===== config.mk =====
export PLATFORM = sky130hd
export DESIGN_NAME = spi_slave_flat
export DESIGN_NICKNAME = d
export VERILOG_FILES = /design/src/rtl/spi_slave_if.sv /design/src/rtl/spi_slave.sv /design/src/flat_wrapper.sv
export SDC_FILE = /design/constraint.sdc
export NUM_CORES = 1
export LEC_CHECK = 0
export CELL_PAD_IN_SITES_DETAIL_PLACEMENT = 0
export CELL_PAD_IN_SITES_GLOBAL_PLACEMENT = 1
export CORE_MARGIN = 2
export CORE_UTILIZATION = 30
export DETAILED_ROUTE_END_ITERATION = 10
export PLACE_DENSITY_LB_ADDON = 0.1
export SLEW_MARGIN = 5
export SYNTH_ARGS = -nofsm -noshare
export SYNTH_HDL_FRONTEND = slang
export SYNTH_SLANG_ARGS = --single-unit
export TNS_END_PERCENT = 1

===== constraint.sdc =====
create_clock -name clk -period 2.1 [get_ports clk]
set_input_delay 0.315 -clock clk [delete_from_list [all_inputs] [get_ports clk]]
set_output_delay 0.315 -clock clk [all_outputs]
set_load 0.005 [all_outputs]

===== src/rtl/spi_slave_if.sv =====
// SPI slave bus bundle: the four SPI wires plus the receive and transmit
// handshakes seen by the local consumer/producer.
interface spi_slave_if #(
  parameter int WIDTH = 8
);
  logic             sclk;
  logic             ss;
  logic             mosi;
  logic             miso;

  // rx_valid holds until the cycle after rx_ack is seen with rx_valid=1;
  // tx_load is accepted only on a cycle where tx_ready=1.
  logic [WIDTH-1:0] rx_data;
  logic             rx_valid;
  logic             rx_ack;
  logic             rx_overrun;
  logic [WIDTH-1:0] tx_data;
  logic             tx_load;
  logic             tx_ready;

  modport slave (
    input  sclk, ss, mosi, rx_ack, tx_data, tx_load,
    output miso, rx_data, rx_valid, rx_overrun, tx_ready
  );

  modport master (
    output sclk, ss, mosi, rx_ack, tx_data, tx_load,
    input  miso, rx_data, rx_valid, rx_overrun, tx_ready
  );
endinterface


===== src/rtl/spi_slave.sv =====
// Oversampled mode-0 SPI slave: synchronized SPI pins, MSB-first shift
// registers, one-deep transmit buffer and a valid/ack receive register.
module spi_slave #(
  parameter int WIDTH       = 8,
  parameter int SYNC_STAGES = 2
) (
  input  logic       clk,
  input  logic       reset,
  spi_slave_if.slave bus,
  output logic [1:0] fsm_state
);

  localparam int CW = $clog2(WIDTH + 1);

  typedef enum logic [1:0] {
    IDLE  = 2'd0,
    LOAD  = 2'd1,
    SHIFT = 2'd2
  } state_t;

  // Input conditioning: SYNC_STAGES flops per pin, plus one delayed copy
  // of the last stage for edge detection. SYNC_STAGES must be at least 2.
  logic [SYNC_STAGES-1:0] sclk_sync;
  logic [SYNC_STAGES-1:0] ss_sync;
  logic [SYNC_STAGES-1:0] mosi_sync;
  logic                   sclk_d;
  logic                   ss_d;
  logic                   sclk_s;
  logic                   ss_s;
  logic                   mosi_s;
  logic                   sclk_rise;
  logic                   sclk_fall;
  logic                   ss_fall;
  logic                   ss_rise;

  always_ff @(posedge clk or negedge reset) begin
    if (!reset) begin
      sclk_sync <= '0;
      ss_sync   <= '1;
      mosi_sync <= '0;
      sclk_d    <= 1'b0;
      ss_d      <= 1'b1;
    end else begin
      sclk_sync <= {sclk_sync[SYNC_STAGES-2:0], bus.sclk};
      ss_sync   <= {ss_sync[SYNC_STAGES-2:0], bus.ss};
      mosi_sync <= {mosi_sync[SYNC_STAGES-2:0], bus.mosi};
      sclk_d    <= sclk_sync[SYNC_STAGES-1];
      ss_d      <= ss_sync[SYNC_STAGES-1];
    end
  end

  assign sclk_s    = sclk_sync[SYNC_STAGES-1];
  assign ss_s      = ss_sync[SYNC_STAGES-1];
  assign mosi_s    = mosi_sync[SYNC_STAGES-1];
  assign sclk_rise =  sclk_s & ~sclk_d;
  assign sclk_fall = ~sclk_s &  sclk_d;
  assign ss_fall   = ~ss_s   &  ss_d;
  assign ss_rise   =  ss_s   & ~ss_d;

  // Control state
  state_t           state;
  state_t           state_next;
  logic [CW-1:0]    bit_cnt;
  logic             reload;
  logic             tx_fill;
  logic             tx_shift_en;
  logic             rx_shift_en;
  logic             word_done;

  // Datapath state
  logic [WIDTH-1:0] rx_shift;
  logic [WIDTH-1:0] rx_data;
  logic             rx_valid;
  logic             rx_overrun;
  logic [WIDTH-1:0] tx_shift;
  logic [WIDTH-1:0] tx_buf;
  logic             tx_full;
  logic             miso;

  always_ff @(posedge clk or negedge reset) begin
    if (!reset) begin
      state <= IDLE;
    end else begin
      state <= state_next;
    end
  end

  always_comb begin
    state_next  = state;
    tx_fill     = 1'b0;
    tx_shift_en = 1'b0;
    rx_shift_en = 1'b0;
    word_done   = 1'b0;
    case (state)
      IDLE: begin
        if (ss_fall) begin
          state_next = LOAD;
        end
      end
      LOAD: begin
        tx_fill    = 1'b1;
        state_next = SHIFT;
      end
      SHIFT: begin
        // A full count is retired the cycle after the last rising edge.
        if (bit_cnt == CW'(WIDTH)) begin
          word_done = 1'b1;
        end else if (sclk_rise) begin
          rx_shift_en = 1'b1;
        end
        if (sclk_fall) begin
          if (reload) begin
            tx_fill = 1'b1;
          end else begin
            tx_shift_en = 1'b1;
          end
        end
      end
      default: begin
        state_next = IDLE;
      end
    endcase
    // Deselect aborts whatever is in flight, from any state.
    if (ss_rise) begin
      state_next  = IDLE;
      tx_fill     = 1'b0;
      tx_shift_en = 1'b0;
      rx_shift_en = 1'b0;
      word_done   = 1'b0;
    end
  end

  assign fsm_state = state;

  // Receive path and consumer handshake
  always_ff @(posedge clk or negedge reset) begin
    if (!reset) begin
      rx_shift   <= '0;
      bit_cnt    <= '0;
      rx_data    <= '0;
      rx_valid   <= 1'b0;
      rx_overrun <= 1'b0;
    end else begin
      rx_overrun <= word_done & rx_valid & ~bus.rx_ack;
      if (ss_rise) begin
        bit_cnt <= '0;
      end else if (rx_shift_en) begin
        rx_shift <= {rx_shift[WIDTH-2:0], mosi_s};
        bit_cnt  <= bit_cnt + CW'(1);
      end else if (word_done) begin
        bit_cnt <= '0;
      end
      if (word_done) begin
        rx_data  <= rx_shift;
        rx_valid <= 1'b1;
      end else if (rx_valid && bus.rx_ack) begin
        rx_valid <= 1'b0;
      end
    end
  end

  // Transmit path: reload flag, shift register, buffer and miso register
  always_ff @(posedge clk or negedge reset) begin
    if (!reset) begin
      reload   <= 1'b0;
      tx_shift <= '0;
      tx_buf   <= '0;
      tx_full  <= 1'b0;
      miso     <= 1'b0;
    end else begin
      if (ss_rise) begin
        reload <= 1'b0;
      end else if (word_done) begin
        reload <= 1'b1;
      end else if (tx_fill) begin
        reload <= 1'b0;
      end

      if (tx_fill) begin
        tx_shift <= tx_full ? tx_buf : '0;
      end else if (tx_shift_en) begin
        tx_shift <= {tx_shift[WIDTH-2:0], 1'b0};
      end else if (ss_rise) begin
        tx_shift <= '0;
      end

      // Consume and accept can never coincide: one needs full, one empty.
      if (tx_fill && tx_full) begin
        tx_full <= 1'b0;
      end else if (bus.tx_load && !tx_full) begin
        tx_full <= 1'b1;
        tx_buf  <= bus.tx_data;
      end

      miso <= (state == SHIFT) ? tx_shift[WIDTH-1] : 1'b0;
    end
  end

  assign bus.miso       = miso;
  assign bus.rx_data    = rx_data;
  assign bus.rx_valid   = rx_valid;
  assign bus.rx_overrun = rx_overrun;
  assign bus.tx_ready   = ~tx_full;

endmodule


===== src/flat_wrapper.sv =====
// flat-port wrapper written by rule: the top's interface ports become plain ports
module spi_slave_flat 
#(
  parameter int WIDTH       = 8,
  parameter int SYNC_STAGES = 2
)
  (clk, reset, fsm_state, bus_sclk, bus_ss, bus_mosi, bus_rx_ack, bus_tx_data, bus_tx_load, bus_miso, bus_rx_data, bus_rx_valid, bus_rx_overrun, bus_tx_ready);
  spi_slave_if #(.WIDTH(WIDTH)) bus_i ();
  input  logic clk;
  input  logic reset;
  output logic [1:0] fsm_state;
  input wire logic [$bits(bus_i.sclk)-1:0] bus_sclk;
  input wire logic [$bits(bus_i.ss)-1:0] bus_ss;
  input wire logic [$bits(bus_i.mosi)-1:0] bus_mosi;
  input wire logic [$bits(bus_i.rx_ack)-1:0] bus_rx_ack;
  input wire logic [$bits(bus_i.tx_data)-1:0] bus_tx_data;
  input wire logic [$bits(bus_i.tx_load)-1:0] bus_tx_load;
  output wire logic [$bits(bus_i.miso)-1:0] bus_miso;
  output wire logic [$bits(bus_i.rx_data)-1:0] bus_rx_data;
  output wire logic [$bits(bus_i.rx_valid)-1:0] bus_rx_valid;
  output wire logic [$bits(bus_i.rx_overrun)-1:0] bus_rx_overrun;
  output wire logic [$bits(bus_i.tx_ready)-1:0] bus_tx_ready;
  assign bus_i.sclk = bus_sclk;
  assign bus_i.ss = bus_ss;
  assign bus_i.mosi = bus_mosi;
  assign bus_i.rx_ack = bus_rx_ack;
  assign bus_i.tx_data = bus_tx_data;
  assign bus_i.tx_load = bus_tx_load;
  assign bus_miso = bus_i.miso;
  assign bus_rx_data = bus_i.rx_data;
  assign bus_rx_valid = bus_i.rx_valid;
  assign bus_rx_overrun = bus_i.rx_overrun;
  assign bus_tx_ready = bus_i.tx_ready;
  spi_slave #(.WIDTH(WIDTH), .SYNC_STAGES(SYNC_STAGES)) u_core (.clk(clk), .reset(reset), .bus(bus_i), .fsm_state(fsm_state));
endmodule

Word level (Yosys, flattened, before mapping)

Cells that the tools add are included.

Logic and storage cells: 82
Register bits after elaboration: 51

Reduce and logical (&&, ||, !) cells: 13
Add/subtract/negate cells: 1
Eq/ne operators: 5
Multiplexer cells: 33
Bitwise gates (word level): 14

Operators by type and width:

| kind                  | number |
|---|---|
| $mux W8               | 4 |
| $mux W1               | 22 |
| $mux W4               | 3 |
| $reduce_bool A3 Y1    | 3 |
| $not A1 Y1            | 8 |
| $and A1 B1 Y1         | 6 |
| $pmux W2 S3           | 1 |
| $reduce_and A2 Y1     | 3 |
| $add A4 B1 Y4 const B | 1 |
| $eq A4 B4 Y1 const B  | 1 |
| $mux W2               | 2 |
| $reduce_bool A2 Y1    | 2 |
| $logic_and A1 B1 Y1   | 3 |
| $ne A3 B1 Y1 const B  | 1 |
| $eq A2 B1 Y1 const B  | 1 |
| $eq A2 B2 Y1 const B  | 1 |
| $logic_not A2 Y1      | 1 |
| $ne A2 B1 Y1 const B  | 1 |
| $pmux W1 S2           | 1 |
| $logic_not A1 Y1      | 1 |

Logic depth before layout (Yosys ltp)

Depth after elaboration: 8
Gate-level depth with buffers: 7
Mapped depth without buffers: 6

Worst setup path before layout

Ideal clock, no wire load.

Path kind: flip-flop to flip-flop
Start point: register u_core.state[0], in the netlist u_core.fsm_state[0]
End point: register u_core.tx_shift[1]
Required time: 1.974 ns
Cell stages (with the launch flop): 7
Period minus slack after synthesis: 1.599 ns
Path slack: 0.501 ns
Data arrival time: 1.473 ns
Path buffers: 0
Library setup time: 0.126 ns
Cells stage by stage: dfrtp_1 inv_1 ha_1 and4bb_1 and3_4 and2_1 a221o_1

Cells in the longest elaborated chain, start to end: 5
Elaborated cells on any way between the ends: 9
Those cells by class: eq/ne (2); mux (6); reduce/logical (1)

Ends and longest elaborated chain:

| element                | RTL line         | source |
|---|---|---|
| start, declared        | spi_slave.sv:61  | `state_t state;` |
| start signal, assigned | spi_slave.sv:84  | `state <= state_next;` |
| $eq A2 B2 Y1           | spi_slave.sv:94  | `case (state)` |
| $mux W1                | spi_slave.sv:94  |  |
| $mux W1                | spi_slave.sv:124 | `if (ss_rise) begin` |
| $mux W8                | spi_slave.sv:181 | `end else if (tx_shift_en) begin` |
| $mux W8                | spi_slave.sv:179 | `if (tx_fill) begin` |
| end signal, assigned   | spi_slave.sv:180 | `tx_shift <= tx_full ? tx_buf : '0;` |
| end signal, assigned   | spi_slave.sv:182 | `tx_shift <= {tx_shift[WIDTH-2:0], 1'b0};` |
| end, declared          | spi_slave.sv:75  | `logic [WIDTH-1:0] tx_shift;` |

Several ways; a longest one is shown, not always the timed one.
A chain may end at the register's enable or synchronous reset.

Final worst setup path

Start point: register u_core.ss_d
End point: register u_core.bit_cnt[2]

Cells in the longest elaborated chain, start to end: 5
Elaborated cells on any way between the ends: 7
Those cells by class: mux (4); bitwise (2); reduce/logical (1)

Ends and longest elaborated chain:

| element                | RTL line         | source |
|---|---|---|
| start, declared        | spi_slave.sv:27  | `logic ss_d;` |
| start signal, assigned | spi_slave.sv:48  | `ss_d <= ss_sync[SYNC_STAGES-1];` |
| $not A1 Y1 *           | spi_slave.sv:58  | `assign ss_rise = ss_s & ~ss_d;` |
| $and A1 B1 Y1 *        | spi_slave.sv:58  |  |
| $mux W1                | spi_slave.sv:124 |  |
| $mux W4                | spi_slave.sv:147 | `end else if (rx_shift_en) begin` |
| $mux W4                | spi_slave.sv:145 | `if (ss_rise) begin` |
| end signal, assigned   | spi_slave.sv:149 | `bit_cnt <= bit_cnt + CW'(1);` |
| end, declared          | spi_slave.sv:63  | `logic [CW-1:0] bit_cnt;` |

Every way passes the cells marked *; elsewhere a longest branch is shown, timed or not.

==> impl_metrics.tcl <==
set metrics [dict create \
    reg2reg_from "u_core.ss_d" \
    fin_skew_ps 7.88 \
    die_area_sq_um 7990 \
    crit_chain "nand2b_1 -> nand4_4 -> o211ai_1 -> o31ai_1" \
    timing.rr.end "u_core.bit_cnt[2]" \
    slew_headroom 0.568 \
    yosys_warnings 0 \
    synth-async-reset-ratio 1.00 \
    crit_start "u_core.ss_d" \
    critPathRequiredTime_ps 2280 \
    min_period_ps 1790 \
    clkSinkCount 51 \
    post-route-util 0.369 \
    hpwl_um 2790 \
    crit_arrival_ps 1960 \
    final_layout_size_suffix_gt1_frac 0.250 \
    setup_viol 0 \
    drcViolationCount 0 \
    fillers 709 \
    grt_pass1_vias 1362 \
    power_density_nw_per_um2 1010 \
    ir_worst_vdd_mv 0.458 \
    worst_setup_path_end_kind "register" \
    worst_slack_ps 312 \
    routed_via_density 4.48 \
    synth-seq-area-share 0.585 \
    critPathKind "register to register" \
    status "finished, final reports clean" \
    netlist_area_sq_um 2190 \
    synth_edf_count 0 \
    cpMaxStageDelayCell "dfstp_2" \
    ctsResizeCount 0 \
    cts-buffers-inserted 5 \
    fmax_ghz 0.559 \
    post_drt_wl_per_cell_um 13.8 \
    clock_path_buffers 2 \
    synthToLayoutAreaGrowth_pct 21.1 \
    gp_congestion 0.729 \
    antennaDiodeCount 0 \
    rrSetupSlack_ps 310 \
    h-tree-depth 2 \
    num_vias 1304 \
    io_buffers 28 \
    synth_cells 157 \
    ys_ff_latch 51 \
    critical_path.startpoint_type "register" \
    postCtsHoldBufs 0 \
    first_pass_iters 4 \
    hold_class "input port to async pin" \
    num_io_pins 29 \
    overflow 0 \
    placed_cell_area_sq_um 2560 \
    max_stage_delay_ps 560 \
    finalNetCount 212 \
    antenna_found_initial 0 \
    ff2ff_path_depth 4 \
    yosys.area.top_type_share 0.549 \
    die_y_um 89.4 \
    syn_nets 178 \
    worstMarginPinSlew_ps 648 \
    die_w_um 89.4 \
    initial_utilization 0.305 \
    synth_cell_types 38 \
    ant_nets 0 \
    crit_path_max_fanout 12 \
    pre_cts_slack_ps 329 \
    core-area_sq_um 7180 \
    cts-root-buf "clkbuf_8" \
    tns_ps 0 \
    synth_top_cell_by_area "dfrtp_1" \
    grt_usage 0.110 \
    drt-total-wl_um 4010 \
    post-cts-setup-buffer-count 0 \
    cts_tree "built" \
    syn_avg_cell_area_sq_um 13.9 \
    clk_pin_slew_ps 90 \
    p_leak_nw 1.20 \
    whs_ps 35.3 \
    rsz0062_at_grt "false" \
    drv_cap 0 \
    multi_input_area_sq_um 822 \
    grt_pass1_wl_um 6600 \
    grt_max_degree 29 \
    ys.flop_type "dfrtp_1" \
    drtIter0Drc 23 \
    stdcell_area_sq_um 2650 \
    seqCellArea_sq_um 1280 \
    synthTopCellsByArea "dfrtp_1 55%, mux2_2 9.3%, mux2_4 4.1%" \
    post-route-period-util 0.851 \
    slew_viol_final 0 \
    rows 31 \
    clock_latency_ps 300 \
    report.final.hold_viol_count 0 \
]
==> cells in the final DEF (no fill, tap or decap), drive strengths merged, types with 4 or more instances in the layout <==
cell type,instances
nor2,8
mux2,24
clkdlybuf4s50,27
a21oi,4
clkbuf,6
and2,9
ha,6
dfrtp,48
buf,5
inv,9
a221o,7
nand3,4
==> layout make-up <==
class / instances / area share
Tap cell: 99 / 0.0467
Multi-Input combinational cell: 92 / 0.310
Clock buffer: 6 / 0.0274
Timing Repair Buffer: 32 / 0.115
Inverter: 9 / 0.0127
Clock inverter: 2 / 0.00472
Sequential cell: 51 / 0.483
==> kinds of logic after synthesis <==
group,synth area share
adders and majority gates,0.0343
AOI/OAI and AO/OA,0.0720
and+or+nand+nor,0.131
buffers and inverters,0.0394
muxes,0.138
DFF,0.585
==> power breakdown <==
| group | internal [mW] | switching (mW) | total, mW | leakage (nW) |
|---|---|---|---|---|
| Clock | 0.234 | 0.321 | 0.555 | 0.0412 |
| Sequential | 1.22 | 0.176 | 1.40 | 0.661 |
| Combinational | 0.413 | 0.321 | 0.733 | 0.501 |
| Total | 1.87 | 0.817 | 2.69 | 1.20 |
==> routing by layer <==
layer | routed length, um | up-vias | global-route usage
met3 | 191 | 2 | 0.0305
met4 | 29 | 0 | 0.0380
met1 | 1850 | 652 | 0.144
met5 | 0 | - | 0
met2 | 1930 | 31 | 0.174
li1 | - | 619 | -
==> flip-flops by register name, summed over array words and instances (netlist names), 2 cells and up <==
| register | flops |
|---|---|
| u_core.tx_shift | 8 |
| u_core.mosi_sync | 2 |
| u_core.bit_cnt | 4 |
| u_core.tx_buf | 8 |
| u_core.fsm_state | 2 |
| u_core.sclk_sync | 2 |
| u_core.bus.rx_data | 8 |
| u_core.rx_shift | 8 |
| u_core.ss_sync | 2 |
==> cells in the mapped netlist (all sizes together) (2+ instances only) <==
master  count
dfrtp      48
mux2       24
and2        9
inv         9
nor2        8
a221o       7
ha          6
a21oi       4
buf         4
nand3       4
dfstp       3
nand2       3
nand2b      3
nand4       3
nor2b       3
o21ai       3
and3b       2
o22ai       2
==> worst max-delay path by stage <==
stage	endpoint	slack, ps	cells after the start
after floorplan	u_core.tx_shift[1]	500	6
after global placement	u_core.rx_shift[5]	400	3
after detailed placement	u_core.bit_cnt[2]	330	4
after CTS	u_core.bit_cnt[2]	310	4
after global routing	u_core.rx_shift[3]	240	3
final	u_core.bit_cnt[2]	310	4
==> per-stage QoR <==
step                      cells  power, mW
final                       291       2.69
after floorplan             157       1.91
after CTS                   291       2.74
after detailed placement    283       2.17
after global routing        291       2.89
after global placement      283       2.14
==> worst max-delay path: cells and delay by family (launching register included) <==
family | cells | cell delay [ps]
AND/OR/NAND/NOR | 2 | 730
AO/OA/AOI/OAI | 2 | 380
flip-flops | 1 | 560
No activity file was read; power rests on OpenSTA's default activity.
